==> src/rtl/mem_port_pkg.sv <==
// Shared types and constants for the byte-serial memory port scheduler.
// Op/len codes, I/O select default, state encoding and length decode.
package mem_port_pkg;

  localparam logic [1:0] DEF_IO_SEL = 2'b11;
  localparam int         DEF_LEN_W  = 2;

  typedef enum logic [1:0] {
    OP_NONE  = 2'b00,
    OP_READ  = 2'b01,
    OP_WRITE = 2'b10,
    OP_RSVD  = 2'b11
  } op_e;

  typedef enum logic [1:0] {
    LEN_1  = 2'b00,
    LEN_2  = 2'b01,
    LEN_4X = 2'b10,
    LEN_4  = 2'b11
  } len_e;

  typedef enum logic [2:0] {
    ST_IDLE   = 3'd0,
    ST_READ   = 3'd1,
    ST_WRITE  = 3'd2,
    ST_IOWAIT = 3'd3,
    ST_IOGAP  = 3'd4
  } state_e;

  // The unused code 10 decodes as a full word.
  function automatic logic [2:0] len_bytes(input logic [1:0] len);
    case (len)
      LEN_1:   len_bytes = 3'd1;
      LEN_2:   len_bytes = 3'd2;
      default: len_bytes = 3'd4;
    endcase
  endfunction

endpackage

==> src/rtl/mem_port_sched_if.sv <==
// Requester and byte-bus signals of the memory port scheduler.
// slave = scheduler side, master = pipeline/bus side.
interface mem_port_sched_if
  import mem_port_pkg::*;
#(
  parameter int LEN_W = DEF_LEN_W
);
  logic             flush;
  logic             if_req;
  logic [31:0]      if_addr;
  logic             if_done;
  logic [31:0]      if_data;
  logic [1:0]       dm_op;
  logic [LEN_W-1:0] dm_len;
  logic [31:0]      dm_addr;
  logic [31:0]      dm_wdata;
  logic             dm_done;
  logic [31:0]      dm_rdata;
  logic [7:0]       mem_din;
  logic [7:0]       mem_dout;
  logic [31:0]      mem_a;
  logic             mem_wr;
  logic             io_buffer_full;

  modport slave (
    input  flush, if_req, if_addr, dm_op, dm_len, dm_addr, dm_wdata,
           mem_din, io_buffer_full,
    output if_done, if_data, dm_done, dm_rdata, mem_dout, mem_a, mem_wr
  );

  modport master (
    output flush, if_req, if_addr, dm_op, dm_len, dm_addr, dm_wdata,
           mem_din, io_buffer_full,
    input  if_done, if_data, dm_done, dm_rdata, mem_dout, mem_a, mem_wr
  );

endinterface

==> src/rtl/mem_port_sched.sv <==
// Shares one 8-bit RAM/IO port between instruction fetch and load/store,
// serialising word/half/byte requests into per-byte bus cycles.
//
// Handshake: a requester holds its request (if_req / dm_op != 0) stable until
// its one-cycle *_done pulse (or flush for fetch); the cycle carrying a done
// pulse is IDLE and that requester is masked from being re-accepted in it.
module mem_port_sched
  import mem_port_pkg::*;
#(
  parameter logic [1:0] IO_SEL = DEF_IO_SEL,
  parameter int         LEN_W  = DEF_LEN_W
) (
  input  logic                    clk_in,
  input  logic                    rst_in,
  input  logic                    rdy_in,
  mem_port_sched_if.slave         bus,
  output state_e                  state_dbg
);

  state_e      state_q, state_d;
  logic [2:0]  k_q, k_d;
  logic [2:0]  nbytes_q, nbytes_d;
  logic [31:0] base_q, base_d;
  logic [31:0] wdata_q, wdata_d;
  logic [31:0] buf_q, buf_d;
  logic        is_fetch_q, is_fetch_d;
  logic        is_io_q, is_io_d;
  logic        if_done_q, if_done_d;
  logic        dm_done_q, dm_done_d;
  logic [31:0] if_data_q, if_data_d;
  logic [31:0] dm_rdata_q, dm_rdata_d;

  logic [LEN_W-1:0] len_raw;
  logic [1:0]       lane;
  logic [31:0]      k_ext;
  logic             dm_valid, dm_go, if_go, last_byte;
  logic [7:0]       dout_c;
  logic [31:0]      addr_c;
  logic             wr_c;

  assign len_raw   = bus.dm_len;
  assign lane      = k_q[1:0] - 2'd1;
  assign k_ext     = {29'd0, k_q};
  assign last_byte = (k_q == nbytes_q - 3'd1);
  assign dm_valid  = (bus.dm_op == OP_READ) || (bus.dm_op == OP_WRITE);
  assign dm_go     = dm_valid && !dm_done_q;
  assign if_go     = bus.if_req && !bus.flush && !if_done_q && !dm_go;

  always_comb begin
    state_d    = state_q;
    k_d        = k_q;
    nbytes_d   = nbytes_q;
    base_d     = base_q;
    wdata_d    = wdata_q;
    buf_d      = buf_q;
    is_fetch_d = is_fetch_q;
    is_io_d    = is_io_q;
    if_done_d  = 1'b0;
    dm_done_d  = 1'b0;
    if_data_d  = if_data_q;
    dm_rdata_d = dm_rdata_q;
    addr_c     = 32'd0;
    dout_c     = 8'd0;
    wr_c       = 1'b0;

    case (state_q)
      ST_IDLE: begin
        if (dm_go) begin
          base_d     = bus.dm_addr;
          wdata_d    = bus.dm_wdata;
          nbytes_d   = len_bytes(len_raw[1:0]);
          is_fetch_d = 1'b0;
          is_io_d    = (bus.dm_addr[17:16] == IO_SEL);
          k_d        = 3'd0;
          buf_d      = 32'd0;
          state_d    = (bus.dm_op == OP_READ) ? ST_READ : ST_WRITE;
        end else if (if_go) begin
          base_d     = bus.if_addr;
          nbytes_d   = 3'd4;
          is_fetch_d = 1'b1;
          is_io_d    = 1'b0;
          k_d        = 3'd0;
          buf_d      = 32'd0;
          state_d    = ST_READ;
        end
      end

      ST_READ: begin
        // Once all addresses are out the bus parks at 0 so an I/O read
        // never touches a neighbouring UART address.
        if (k_q < nbytes_q) addr_c = base_q + k_ext;
        if (is_fetch_q && bus.flush) begin
          state_d = ST_IDLE;
        end else begin
          if (k_q != 3'd0) buf_d[{lane, 3'b000} +: 8] = bus.mem_din;
          if (k_q == nbytes_q) begin
            state_d = ST_IDLE;
            if (is_fetch_q) begin
              if_done_d = 1'b1;
              if_data_d = buf_d;
            end else begin
              dm_done_d  = 1'b1;
              dm_rdata_d = buf_d;
            end
          end else begin
            k_d = k_q + 3'd1;
          end
        end
      end

      ST_WRITE, ST_IOWAIT: begin
        if (is_io_q && bus.io_buffer_full) begin
          state_d = ST_IOWAIT;
        end else begin
          addr_c = base_q + k_ext;
          dout_c = wdata_q[{k_q[1:0], 3'b000} +: 8];
          wr_c   = 1'b1;
          if (is_io_q) begin
            state_d = ST_IOGAP;
          end else if (last_byte) begin
            state_d   = ST_IDLE;
            dm_done_d = 1'b1;
          end else begin
            state_d = ST_WRITE;
            k_d     = k_q + 3'd1;
          end
        end
      end

      ST_IOGAP: begin
        if (last_byte) begin
          state_d   = ST_IDLE;
          dm_done_d = 1'b1;
        end else begin
          state_d = ST_WRITE;
          k_d     = k_q + 3'd1;
        end
      end

      default: state_d = ST_IDLE;
    endcase
  end

  always_ff @(posedge clk_in or negedge rst_in) begin
    if (!rst_in) begin
      state_q    <= ST_IDLE;
      k_q        <= 3'd0;
      nbytes_q   <= 3'd0;
      base_q     <= 32'd0;
      wdata_q    <= 32'd0;
      buf_q      <= 32'd0;
      is_fetch_q <= 1'b0;
      is_io_q    <= 1'b0;
      if_done_q  <= 1'b0;
      dm_done_q  <= 1'b0;
      if_data_q  <= 32'd0;
      dm_rdata_q <= 32'd0;
    end else if (rdy_in) begin
      state_q    <= state_d;
      k_q        <= k_d;
      nbytes_q   <= nbytes_d;
      base_q     <= base_d;
      wdata_q    <= wdata_d;
      buf_q      <= buf_d;
      is_fetch_q <= is_fetch_d;
      is_io_q    <= is_io_d;
      if_done_q  <= if_done_d;
      dm_done_q  <= dm_done_d;
      if_data_q  <= if_data_d;
      dm_rdata_q <= dm_rdata_d;
    end
  end

  assign bus.if_done  = if_done_q;
  assign bus.if_data  = if_data_q;
  assign bus.dm_done  = dm_done_q;
  assign bus.dm_rdata = dm_rdata_q;
  assign bus.mem_a    = addr_c;
  assign bus.mem_dout = dout_c;
  assign bus.mem_wr   = wr_c && rdy_in;
  assign state_dbg    = state_q;

endmodule
==> src/flat_wrapper.sv <==
// flat-port wrapper written by rule: the top's interface ports become plain ports
module mem_port_sched_flat import mem_port_pkg::*;
#(
  parameter logic [1:0] IO_SEL = DEF_IO_SEL,
  parameter int         LEN_W  = DEF_LEN_W
)
  (clk_in, rst_in, rdy_in, state_dbg, bus_flush, bus_if_req, bus_if_addr, bus_dm_op, bus_dm_len, bus_dm_addr, bus_dm_wdata, bus_mem_din, bus_io_buffer_full, bus_if_done, bus_if_data, bus_dm_done, bus_dm_rdata, bus_mem_dout, bus_mem_a, bus_mem_wr);
  mem_port_sched_if #(.LEN_W(LEN_W)) bus_i ();
  input  logic clk_in;
  input  logic rst_in;
  input  logic rdy_in;
  output state_e state_dbg;
  input wire logic [$bits(bus_i.flush)-1:0] bus_flush;
  input wire logic [$bits(bus_i.if_req)-1:0] bus_if_req;
  input wire logic [$bits(bus_i.if_addr)-1:0] bus_if_addr;
  input wire logic [$bits(bus_i.dm_op)-1:0] bus_dm_op;
  input wire logic [$bits(bus_i.dm_len)-1:0] bus_dm_len;
  input wire logic [$bits(bus_i.dm_addr)-1:0] bus_dm_addr;
  input wire logic [$bits(bus_i.dm_wdata)-1:0] bus_dm_wdata;
  input wire logic [$bits(bus_i.mem_din)-1:0] bus_mem_din;
  input wire logic [$bits(bus_i.io_buffer_full)-1:0] bus_io_buffer_full;
  output wire logic [$bits(bus_i.if_done)-1:0] bus_if_done;
  output wire logic [$bits(bus_i.if_data)-1:0] bus_if_data;
  output wire logic [$bits(bus_i.dm_done)-1:0] bus_dm_done;
  output wire logic [$bits(bus_i.dm_rdata)-1:0] bus_dm_rdata;
  output wire logic [$bits(bus_i.mem_dout)-1:0] bus_mem_dout;
  output wire logic [$bits(bus_i.mem_a)-1:0] bus_mem_a;
  output wire logic [$bits(bus_i.mem_wr)-1:0] bus_mem_wr;
  assign bus_i.flush = bus_flush;
  assign bus_i.if_req = bus_if_req;
  assign bus_i.if_addr = bus_if_addr;
  assign bus_i.dm_op = bus_dm_op;
  assign bus_i.dm_len = bus_dm_len;
  assign bus_i.dm_addr = bus_dm_addr;
  assign bus_i.dm_wdata = bus_dm_wdata;
  assign bus_i.mem_din = bus_mem_din;
  assign bus_i.io_buffer_full = bus_io_buffer_full;
  assign bus_if_done = bus_i.if_done;
  assign bus_if_data = bus_i.if_data;
  assign bus_dm_done = bus_i.dm_done;
  assign bus_dm_rdata = bus_i.dm_rdata;
  assign bus_mem_dout = bus_i.mem_dout;
  assign bus_mem_a = bus_i.mem_a;
  assign bus_mem_wr = bus_i.mem_wr;
  mem_port_sched #(.IO_SEL(IO_SEL), .LEN_W(LEN_W)) u_core (.clk_in(clk_in), .rst_in(rst_in), .rdy_in(rdy_in), .bus(bus_i), .state_dbg(state_dbg));
endmodule
==> config.mk <==
export PLATFORM = sky130hd
export DESIGN_NAME = mem_port_sched_flat
export DESIGN_NICKNAME = d
export VERILOG_FILES = /design/src/rtl/mem_port_pkg.sv /design/src/rtl/mem_port_sched_if.sv /design/src/rtl/mem_port_sched.sv /design/src/flat_wrapper.sv
export SDC_FILE = /design/constraint.sdc
export NUM_CORES = 1
export LEC_CHECK = 0
export ABC_AREA = 1
export ABC_CLOCK_PERIOD_IN_PS = 6630
export CORE_ASPECT_RATIO = 0.75
export CORE_MARGIN = 1
export CORE_UTILIZATION = 50
export DETAILED_ROUTE_END_ITERATION = 16
export DONT_BUFFER_PORTS = 1
export PLACE_DENSITY = 0.7
export SLEW_MARGIN = 25
export SYNTH_ARGS = -nofsm -noshare
export SYNTH_HDL_FRONTEND = slang
export SYNTH_SLANG_ARGS = --single-unit
export TNS_END_PERCENT = 30
==> constraint.sdc <==
create_clock -name clk_in -period 6.63 [get_ports clk_in]
set_input_delay 1.326 -clock clk_in [delete_from_list [all_inputs] [get_ports clk_in]]
set_output_delay 1.326 -clock clk_in [all_outputs]
set_load 0.05 [all_outputs]
# Yosys cells after proc, flatten, opt, wreduce, memory -nomap -nowiden
# Index checks and enable logic that the tools add are counted.
# totals
regBits,173
in_bits,114
elab_cells,115
out_inout_bits,110
# classes
addsub,5
n_eq_ne,16
n_shift,3
reduce_logical,26
magnitude_cmp,1
n_bitwise,2
n_mux,50
# op_table
op,count
$mux 32,8
$pmux 32 s2,2
$mux 3,15
$add 32x3->32,1
$bwmux 32,1
$shift 8x7->32 const A,1
$shiftx 32x6->8,1
$shiftx 8x7->32,1
$pmux 3 s4,2
$mux 1,16
$mux 8,2
$reduce_and 5->1,2
$reduce_and 3->1,3
$ne 2x2->1 const B,4
$logic_and 1x1->1,7
$neg 5->7,1
$reduce_and 7->1,1
$eq 3x2->1 const B,2
$eq 3x3->1,2
$ne 3x1->1 const B,2
$pmux 3 s2,1
$eq 2x1->1 const B,2
$eq 2x2->1 const B,2
$logic_not 1->1,4
other kinds (17),20

# Longest topological paths before layout
# Gate-level depths: netlist of run 1.
# logic_depth
depth_word,8
depth_mapped,14

# Worst setup path after synthesis of run 1
# No wires, ideal clock.
# synth_timing
kind,flip-flop to output port
from,register u_core.k_q[1]
to,output port bus_mem_a[14]
setup_slack_ns,2.140
n_path_buf,1
arrival_time_ns,3.164
t_required_ns,5.304
path_stages_with_launch,11
path_cell_list,dfrtp_1 -> buf_2 -> clkinv_1 -> fa_1 -> inv_1 -> nand2_1 -> nand2_1 -> nand3_1 -> nor2_2 -> nor2_1 -> nor3b_1
# synth_via
elab_chain_len,3
# synth_rtl
element,line_no,source
start: declaration,mem_port_sched.sv:21,"logic [2:0] k_q, k_d;"
start signal: assignment,mem_port_sched.sv:160,k_q <= k_d;
$add 32x3->32 / $lt 3x3->1 (equally long branches),"mem_port_sched.sv:91, mem_port_sched.sv:115",
"$mux 32, on equally long branches","mem_port_sched.sv:112, mem_port_sched.sv:91",
$pmux 32 s2 (*),mem_port_sched.sv:66,case (state_q)
end: declaration,flat_wrapper.sv:27,output wire logic [$bits(bus_i.mem_a)-1:0] bus_mem_a;
# Every way passes the cells marked *; elsewhere a longest branch is shown, timed or not.

# Final worst setup path of run 1
# layout_timing
from,register u_core.k_q[1]
to,output port bus_mem_a[28]
# The elaborated chain is that of the path after synthesis.

==> results of run 1 <==
worst max-delay path: cells and delay by family (launching register included):
family / cells / cell delay (ns)
and+or+nand+nor: 4 / 1.33
DFF: 1 / 0.70
buffers and inverters: 2 / 0.55
adders and majority gates: 1 / 0.51
AOI/OAI and AO/OA: 2 / 0.49
where the power goes:
part	switching, mW	internal [mW]	leakage [nW]	total (mW)
logic	1.62	0.475	2.16	2.10
registers	0.370	1.30	2.27	1.67
clock network	0.467	0.550	0.299	1.02
cells in the mapped netlist, drive strengths merged, types with 2 or more instances:
master	n	area, um^2
nor2	150	603
buf	33	190
a31oi	35	219
nand4	28	181
inv	115	434
xnor2	2	17.5
o21ai	143	716
nand2	393	1490
ha	14	175
nor3b	4	30.0
a21oi	31	163
nand3	71	355
dfrtp	173	4330
nor3	10	61.3
clkbuf	26	97.6
cell type report:
| class | instances | share of cell area [%] |
|---|---|---|
| clock buffers | 18 | 4.44 |
| repair buffers | 9 | 0.886 |
| multi-input cells | 890 | 41.7 |
| clock inverters | 14 | 1.71 |
| flip-flops and latches | 173 | 43.8 |
| inverters | 116 | 4.43 |
| well taps | 242 | 3.06 |
registers in the layout (all words and copies together) (netlist names):
register             flops
u_core.base_q           32
u_core.buf_q            32
u_core.bus.dm_done       1
u_core.bus.dm_rdata     32
u_core.bus.if_data      32
u_core.bus.if_done       1
u_core.is_fetch_q        1
u_core.is_io_q           1
u_core.k_q               3
u_core.nbytes_q          3
u_core.state_dbg         3
u_core.wdata_q          32
kinds of logic after synthesis:
kind of cell / Yosys count
buffers and inverters: 175
AO/OA/AOI/OAI: 213
flip-flops: 173
XOR/XNOR: 3
AND/OR/NAND/NOR: 659
adder cells (fa/ha/maj): 15
path summary, 6_finish.rpt:
check,from,to,cells after the start,slack (ns)
worst max register to register,u_core.k_q[0]$_DFFE_PN0P_,u_core.bus.if_data[20]$_DFFE_PN0P_,9,2.93
min in group asynchronous,rst_in,u_core.bus.dm_rdata[12]$_DFFE_PN0P_,0,0.58
worst max-delay path,u_core.k_q[1]$_DFFE_PN0P_,bus_mem_a[28],9,1.31
max in group asynchronous,rst_in,u_core.k_q[1]$_DFFE_PN0P_,0,5.77
worst min-delay path,u_core.wdata_q[31]$_DFFE_PN0P_,u_core.wdata_q[31]$_DFFE_PN0P_,2,0.47
worst min register to register,u_core.wdata_q[31]$_DFFE_PN0P_,u_core.wdata_q[31]$_DFFE_PN0P_,2,0.47
layer usage:
layer	vias to the layer above	GRT usage (%)
li1	3931	-
met1	3738	39.1
met2	328	35.9
met3	34	7.90
met4	0	8.65
met5	-	0
metrics by stage:
stage | std cells | hold WS (ns) | power [mW]
finish | 1462 | 0.471 | 4.79
global route | 1462 | 0.488 | 5.11
CTS | 1461 | 0.474 | 4.78
detailed placement | 1429 | 0.455 | 3.75
global placement | 1429 | 0.451 | 3.71
floorplan | 1238 | 0.437 | 3.38
==> impl_results.md, run 1 <==
- Finished Cell Area: slightly below 0.01 mm^2
- Via count: 8031
- DP HPWL: 17.0 mm
- Final setup TNS: 0 ns
- Net Count, Synth: 1367
- Initial antenna violation count: 0
- Maximum vdd drop: 0.271 mV
- GR Util All Layers: 26.2%
- Final hold violations: 0
- Slew HR: a little over a quarter
- CTS Sinks: about 170
- Storage cell area: about 0.0043 mm^2
- Setup bufs post-CTS: 0
- Share of layout cells above drive strength 1: 6.07%
- Multi-input logic area: approximately 0.004 mm^2
- Antenna cell count: 0
- Initial core utilization: 51.5%
- Xor and xnor area share after synthesis: less than 1%
- Max Slew Vio Count: 0
- First-pass GRT wire length: 38.3 mm
- DRT iter0 DRCs: between 800 and 900
- Final setup vio count: 0
- Number of global-route vias before repair: 7574
- Status: completed
- Main synth FF type: dfrtp_1
- Largest family of logic cells by synthesized area: simple AND/OR/NAND/NOR gates
- Cells after Synth: 1238
- WL met2: 9.91 mm
- Arrival @ worst endpoint: around 4 ns
- Critical path endpoint category: output pin
- Commonest non-fill, non-tap cell in the layout: nand2_1
- Post-Route M1 WL: 11.7 mm
- Detailed Route WL: roughly 24 mm
- Cell variety after synth: 36
- PostCTS Resize Cnt: 0
- Placed cell areas: 0.00925 mm^2
- CTS tree: built
- Die width: between 150 and 200 um
- Drt via density: roughly 5.5
- Slowest stage delay, CP: 0.72 ns
- Static leakage: 4.73 nW
- Number of port buffers: 0
- Highest metal used: met4
- CP required: ~5.3 ns
- Drt pass-1 iters: 6
- Largest net degree at the start of global routing: roughly 170
- Layout fillers: 1732
- Detail Route Antenna Nets: 0
- Post-Synth Simple-Gate Area: 29.9%
- Longest Clk Path Bufs: 2
- Yosys warnings: 0
- Multiplexer share of the synthesized area: 0%
- Commonest non-fill, non-tap cells in the layout: nand2_1 (389), dfrtp_1 (173), nor2_1 (138)
- DRC: 0
- Hold Path Class: reg -> reg
- Drt wl/cell: 16.7 um
- Unrepaired setup endpoints after global routing: no
- Slowest CP cell: nor2_1
- Io pins: 224
- Row count: 42
- Compound-gate portion of the synthesized area: 12.3%
- Final Util: a little under three fifths
- Post-Synth Adder-Cell Area: 2.14%
- Setup ws final: 1.31 ns
- Final Skew: 0.0177 ns
- Area Overhead vs Synth: 8.19%
- Core area: around 0.018 mm^2
- #FFs+latches synth: 173
- Clk Latency, worst-skew pair: 0.43 ns
- Final period util: about four fifths
- Mapped Avg Cell Area: 7.38 um^2
- Element type at the critical path start: flip-flop
- Post-synth ARST share: 100%
- Die height: 119 um
- Mapped cell area: slightly above 0.009 mm^2
- Post-synth EDFFs: 0
- CP cell instances: clkinv_1 -> fa_1 -> inv_1 -> nand2_1 -> a21oi_1 -> nand3_1 -> nor2_1 -> a21oi_1 -> nor2_1
- Number of buffers created by CTS: 17
- Max_cap viols: 0
- Congestion Overflow GR: 0
- GPL Wtd Cong: 0.931
- Pre-CTS WS: 1.84 ns
- Crit Path Class: reg -> out
- Root buf cell: clkbuf_16
- Fmax: 188 MHz
- Cell Pwr Density: 485 mW/mm^2
- Clock transition at the registers of the reported paths: 0.07 ns
- WL met3: 2.34 mm
- Layout net count: 1336
- Worst Tran Pin Value: between 1 and 1.5 ns
- Seq/Total Area, Yosys: a little under half
- Htree depth: 4
- Hold-fix buffers, CTS: 0
- CP max FO: 17
- Area of the die: 0.0188 mm^2
- Final Critical Period: 5.32 ns
Power figures use the tool's default switching activity.
==> run 2: changes to the inputs <==
ABC_CLOCK_PERIOD_IN_PS = 5400   (was 6630)
clock period = 5.4 ns   (was 6.63 ns; I/O delays follow)
==> run 2 against run 1 <==
Die area stayed put. Register-to-register slack lost 1.0 ns. First-iteration DRC count down 5.8%. Utilization is 0.87 points higher. Wire length grew 1.3%. Power up 25%. Final area increased by 1.6%. Clock-buffer cell count shrank 1. Via count rose by 2.0%. Critical path depth decreased by 2. Clock skew decreased by 0.0064 ns. Critical path type unchanged. Largest power group unchanged. Highest routed layer unchanged.
==> impl_results.md, run 2 (same netlist as run 1, synthesis figures left out) <==
- Element type at the critical path start: flip-flop
- Slowest CP cell: dfrtp_1
- CP required: 4.32 ns
- GR Util All Layers: between 20% and 30%
- Max Slew Vio Count: 0
- Final Critical Period: 4.38 ns
- Layout net count: approximately 1.4k
- Hold Path Class: in -> async
- DRC: 0
- DP HPWL: approximately 17 mm
- First-pass GRT wire length: 39.1 mm
- Fmax: 229 MHz
- Share of layout cells above drive strength 1: 7.78%
- Initial core utilization: 51.5%
- Largest net degree at the start of global routing: 174
- Multi-input logic area: between 0.004 and 0.005 mm^2
- Unrepaired setup endpoints after global routing: no
- Detailed Route WL: 24.7 mm
- CP cell instances: inv_1 -> nor2_1 -> nand2_1 -> nand2_1 -> o21ai_0 -> a21oi_1 -> buf_4
- Final setup vio count: 0
- Congestion Overflow GR: 0
- Initial antenna violation count: 0
- Maximum vdd drop: 0.431 mV
- Commonest non-fill, non-tap cells in the layout: nand2_1 (389), dfrtp_1 (173), nor2_1 (138)
- Static leakage: 4.85 nW
- Arrival @ worst endpoint: 3.30 ns
- Cell Pwr Density: approximately 600 mW/mm^2
- Crit-path most repeated cell: nand2_1
- Core area: 0.0178 mm^2
- Total power: 6.00 mW
- Final Skew: 0.0114 ns
- Detail Route Antenna Nets: 0
- Layout fillers: 1710
- Hold-fix buffers, CTS: 0
- Slew HR: 27.5%
- Htree depth: 4
- Number of port buffers: 0
- CP max FO: 22
- Longest Clk Path Bufs: 2
- Antenna cell count: 0
- Die height: 119 um
- DRT iter0 DRCs: 794
- Critical path endpoint category: output pin
- PostCTS Resize Cnt: 0
- Max_cap viols: 0
- Drt pass-1 iters: 6
- CTS Sinks: approximately 170
- Worst reg2reg setup slack: roughly 1.9 ns
- Drt wl/cell: 16.6 um
- Storage cell area: 0.00433 mm^2
- Status: completed
- Via count: 8193
- Final period util: about 81%
- Number of global-route vias before repair: 7437
- Row count: 42
- Number of buffers created by CTS: 17
- Area of the die: 0.0188 mm^2
- CTS tree: built
- Final hold violations: 0
- Area Overhead vs Synth: 9.87%
- Commonest non-fill, non-tap cell in the layout: nand2_1
- Slowest stage delay, CP: 0.71 ns
- Clk Latency, worst-skew pair: 0.44 ns
- Worst Tran Pin Value: roughly 1.1 ns
- Drt via density: about 5.5
- GPL Wtd Cong: a little over 0.9
- Setup bufs post-CTS: 0
- Clock transition at the registers of the reported paths: ~0.080 ns
- Io pins: 224
- Final setup TNS: 0 ns
- Die width: 158 um
- Crit Path Class: reg -> out
- Root buf cell: clkbuf_16
## run 2: cell count changes in the layout (fill, tap and decap cells not counted)
cell        delta
buf_4         +27
a21oi_1        +4
a21oi_2        -4
clkinv_4       -3
clkinvlp_4     +3
inv_8          +3
bufinv_16      -1
clkbuf_8       -1
clkinv_2       +1
clkinv_8       -1
inv_6          -1
## run 2: area by class of cell
| type | count | share of cell area (%) |
|---|---|---|
| Clock buffer | 17 | 4.24 |
| Clock inverter | 15 | 1.48 |
| Inverter | 116 | 4.36 |
| Multi-Input combinational cell | 890 | 40.9 |
| Sequential cell | 173 | 43.1 |
| Tap cell | 242 | 3.02 |
| Timing Repair Buffer | 36 | 2.89 |
## run 2: per-layer routing
layer	share of wire [%]	routed length, um	global-route usage, %	up-vias
met4	1.2	300	7.15	0
met5	0	0	0	-
met3	9.2	2270	7.82	23
met1	47	11700	39.4	3873
met2	42	10400	38.3	313
li1	-	-	-	3984
## run 2: where the power goes
group | internal (mW) | leakage [nW] | total (mW) | switching, mW
sequential | 1.60 | 2.27 | 2.03 | 0.433
clock | 0.617 | 0.276 | 1.21 | 0.589
combinational | 0.731 | 2.30 | 2.76 | 2.03
total | 2.95 | 4.85 | 6.00 | 3.06
## run 2: critical path, delay by kind of cell, from the launching register on
kind            cells  cell delay [ns]
flops               1             0.71
buf+inv             2             0.42
compound gates      2             0.38
simple gates        3             1.35
## run 2: metrics by stage
step	area, um^2	hold slack (ns)	instances	worst slack (ns)	util (%)
floorplan	9140	0.437	1238	1.16	-
global placement	9440	0.451	1456	1.57	53.1
detailed placement	9440	0.455	1456	1.53	53.1
CTS	10000	0.313	1488	1.07	56.4
global route	10000	0.308	1489	0.748	56.5
finish	10000	0.329	1489	1.02	56.5
## run 2: path summary, 6_finish.rpt
kind	startpoint	end	cells past startpoint
setup / recovery	u_core.state_dbg[1]$_DFFE_PN0P_	bus_mem_a[15]	7
hold / removal	rst_in	u_core.bus.dm_rdata[11]$_DFFE_PN0P_	0
setup reg to reg	u_core.k_q[0]$_DFFE_PN0P_	u_core.bus.dm_rdata[1]$_DFFE_PN0P_	9
hold reg to reg	u_core.wdata_q[25]$_DFFE_PN0P_	u_core.wdata_q[25]$_DFFE_PN0P_	2
min in group clk_in	u_core.wdata_q[25]$_DFFE_PN0P_	u_core.wdata_q[25]$_DFFE_PN0P_	2
max in group asynchronous	rst_in	u_core.base_q[9]$_DFFE_PN0P_	0
==> run 3: changes to the inputs <==
ABC_CLOCK_PERIOD_IN_PS = 3650   (was 5400)
PLACE_DENSITY = 0.73   (was 0.7)
clock period = 3.65 ns   (was 5.4 ns; I/O delays follow)
==> run 3 against run 2 <==
Wire length rose by 1.0%. Sequential power rose by 48%. Clock-buffer cell count did not move. Sequential share of layout area fell by 1.2 points. First-iteration DRC count rose by 2.3%. Clock skew fell by 0.0019 ns. Via count rose by 1.8%. Sequential cell count did not move. Critical path type unchanged. Highest routed layer unchanged.
==> impl_results.md, run 3 (same netlist as run 1, synthesis figures left out) <==
- Arrival @ worst endpoint: 2.76 ns
- Final period util: between 90% and 100%
- Drt pass-1 iters: 8
- Fmax: 287 MHz
- DRC: 0
- Initial antenna violation count: 0
- Initial core utilization: 51.5%
- Longest Clk Path Bufs: 2
- Share of layout cells above drive strength 1: 9.52%
- Final setup vio count: 0
- Clk Latency, worst-skew pair: 0.43 ns
- Number of buffers created by CTS: 17
- Row count: 42
- Slew HR: 34.4%
- Cell Pwr Density: between 900 and 1000 mW/mm^2
- Largest net degree at the start of global routing: 174
- Drt wl/cell: 16.5 um
- Max Slew Vio Count: 0
- Static leakage: 5.01 nW
- Via count: 8343
- Layout net count: roughly 1.4k
- Drt via density: approximately 5.5
- DRT iter0 DRCs: around 800
- GPL Wtd Cong: 0.894
- Final Critical Period: 3.49 ns
- Crit Path Class: reg -> out
- CP required: just under 3 ns
- Die width: approximately 160 um
- Final hold violations: 0
- Antenna cell count: 0
- First-pass GRT wire length: ~39 mm
- WL met3: approximately 2.5 mm
- Final Util: 58.1%
- DP HPWL: 17.3 mm
- Total power: 9.30 mW
- Core area: approximately 0.018 mm^2
- Number of port buffers: 0
- Area Overhead vs Synth: 13.0%
- Hold Path Class: in -> async
- Io pins: between 200 and 250
- Die height: 119 um
- Detailed Route WL: 25.0 mm
- Highest metal used: met4
- Critical path endpoint category: output pin
- Worst r2r src: u_core.k_q[0]$_DFFE_PN0P_
- Final setup TNS: 0 ns
- Detail Route Antenna Nets: 0
- CP max FO: 4
- Worst Tran Pin Value: 0.981 ns
- Layout fillers: 1654
- Commonest non-fill, non-tap cell in the layout: nand2_1
- R2R cell count: 10
- Maximum vdd drop: 0.523 mV
- Area of the die: 0.0188 mm^2
- Max_cap viols: 0
- Clock transition at the registers of the reported paths: about 0.070 ns
- WL met2: 10.3 mm
- Element type at the critical path start: flip-flop
- Root buf cell: clkbuf_16
- Number of global-route vias before repair: 7621
- Post-Route M1 WL: 11.7 mm
- Congestion Overflow GR: 0
- Unrepaired setup endpoints after global routing: no
- Status: completed
- Final Skew: ~0.0094 ns
- Beginning of the critical path: u_core.base_q[0]$_DFFE_PN0P_
- Commonest non-fill, non-tap cells in the layout: nand2_1 (388), dfrtp_1 (173), nor2_1 (138)
- Htree depth: 4
- CTS tree: built
- CTS Sinks: between 150 and 200
- GR Util All Layers: 26.9%
## run 3: what timing repair did
action                                  in CTS  in global routing
hold endpoints to repair                   173                 52
endpoints found under the setup margin       0                 13
buffers inserted                             0                  0
resized for setup                            0                  2
## run 3: final timing paths
check / endpoint / slack (ns)
hold reg to reg: u_core.wdata_q[27]$_DFFE_PN0P_ / 0.47
setup reg to reg: u_core.bus.dm_rdata[17]$_DFFE_PN0P_ / 0.84
hold / removal: u_core.bus.if_data[12]$_DFFE_PN0P_ / 0.15
max in group asynchronous: u_core.nbytes_q[1]$_DFFE_PN0P_ / 2.63
setup / recovery: bus_mem_a[28] / 0.16
min in group clk_in: u_core.nbytes_q[0]$_DFFE_PN0P_ / 0.40
## run 3: where the power goes
| group | switching [mW] | total [mW] | internal [mW] |
|---|---|---|---|
| Sequential | 0.631 | 3.00 | 2.37 |
| Combinational | 3.09 | 4.33 | 1.23 |
| Clock | 0.809 | 1.97 | 1.16 |
## run 3: layout make-up
cell class              count  area [um^2]  area share, %
clock inverters            15          208           2.01
flip-flops and latches    173         4330           41.9
repair buffers             60          505           4.90
inverters                 116          438           4.24
multi-input cells         890         4110           39.9
clock buffers              17          425           4.12
well taps                 242          303           2.93
## run 3: per-layer routing
layer,vias up,track usage (%)
met5,-,0
met4,0,9.74
met3,38,7.39
met2,376,37.6
met1,3905,39.6
li1,4024,-
## run 3: worst max-delay path, stage by stage (launching register included)
cell	delay (ns)
dfrtp_1	0.37
ha_1	0.18
inv_1	0.06
fa_1	0.37
inv_1	0.09
nand2_1	0.08
a21oi_1	0.13
buf_4	0.15
nand3_1	0.13
nor2_1	0.33
a21oi_1	0.12
nor2_1	0.12
buf_4	0.20
## run 3: through the flow
step	instances	hold slack (ns)	setup slack [ns]	instance area, um^2
2_1_floorplan	1238	0.434	-0.189	9140
3_3_place_gp	1478	0.440	0.670	9620
3_5_place_dp	1478	0.437	0.597	9620
4_1_cts	1510	-0.0319	0.116	10200
5_1_grt	1513	0.149	0.00406	10300
6_report	1513	0.150	0.162	10300
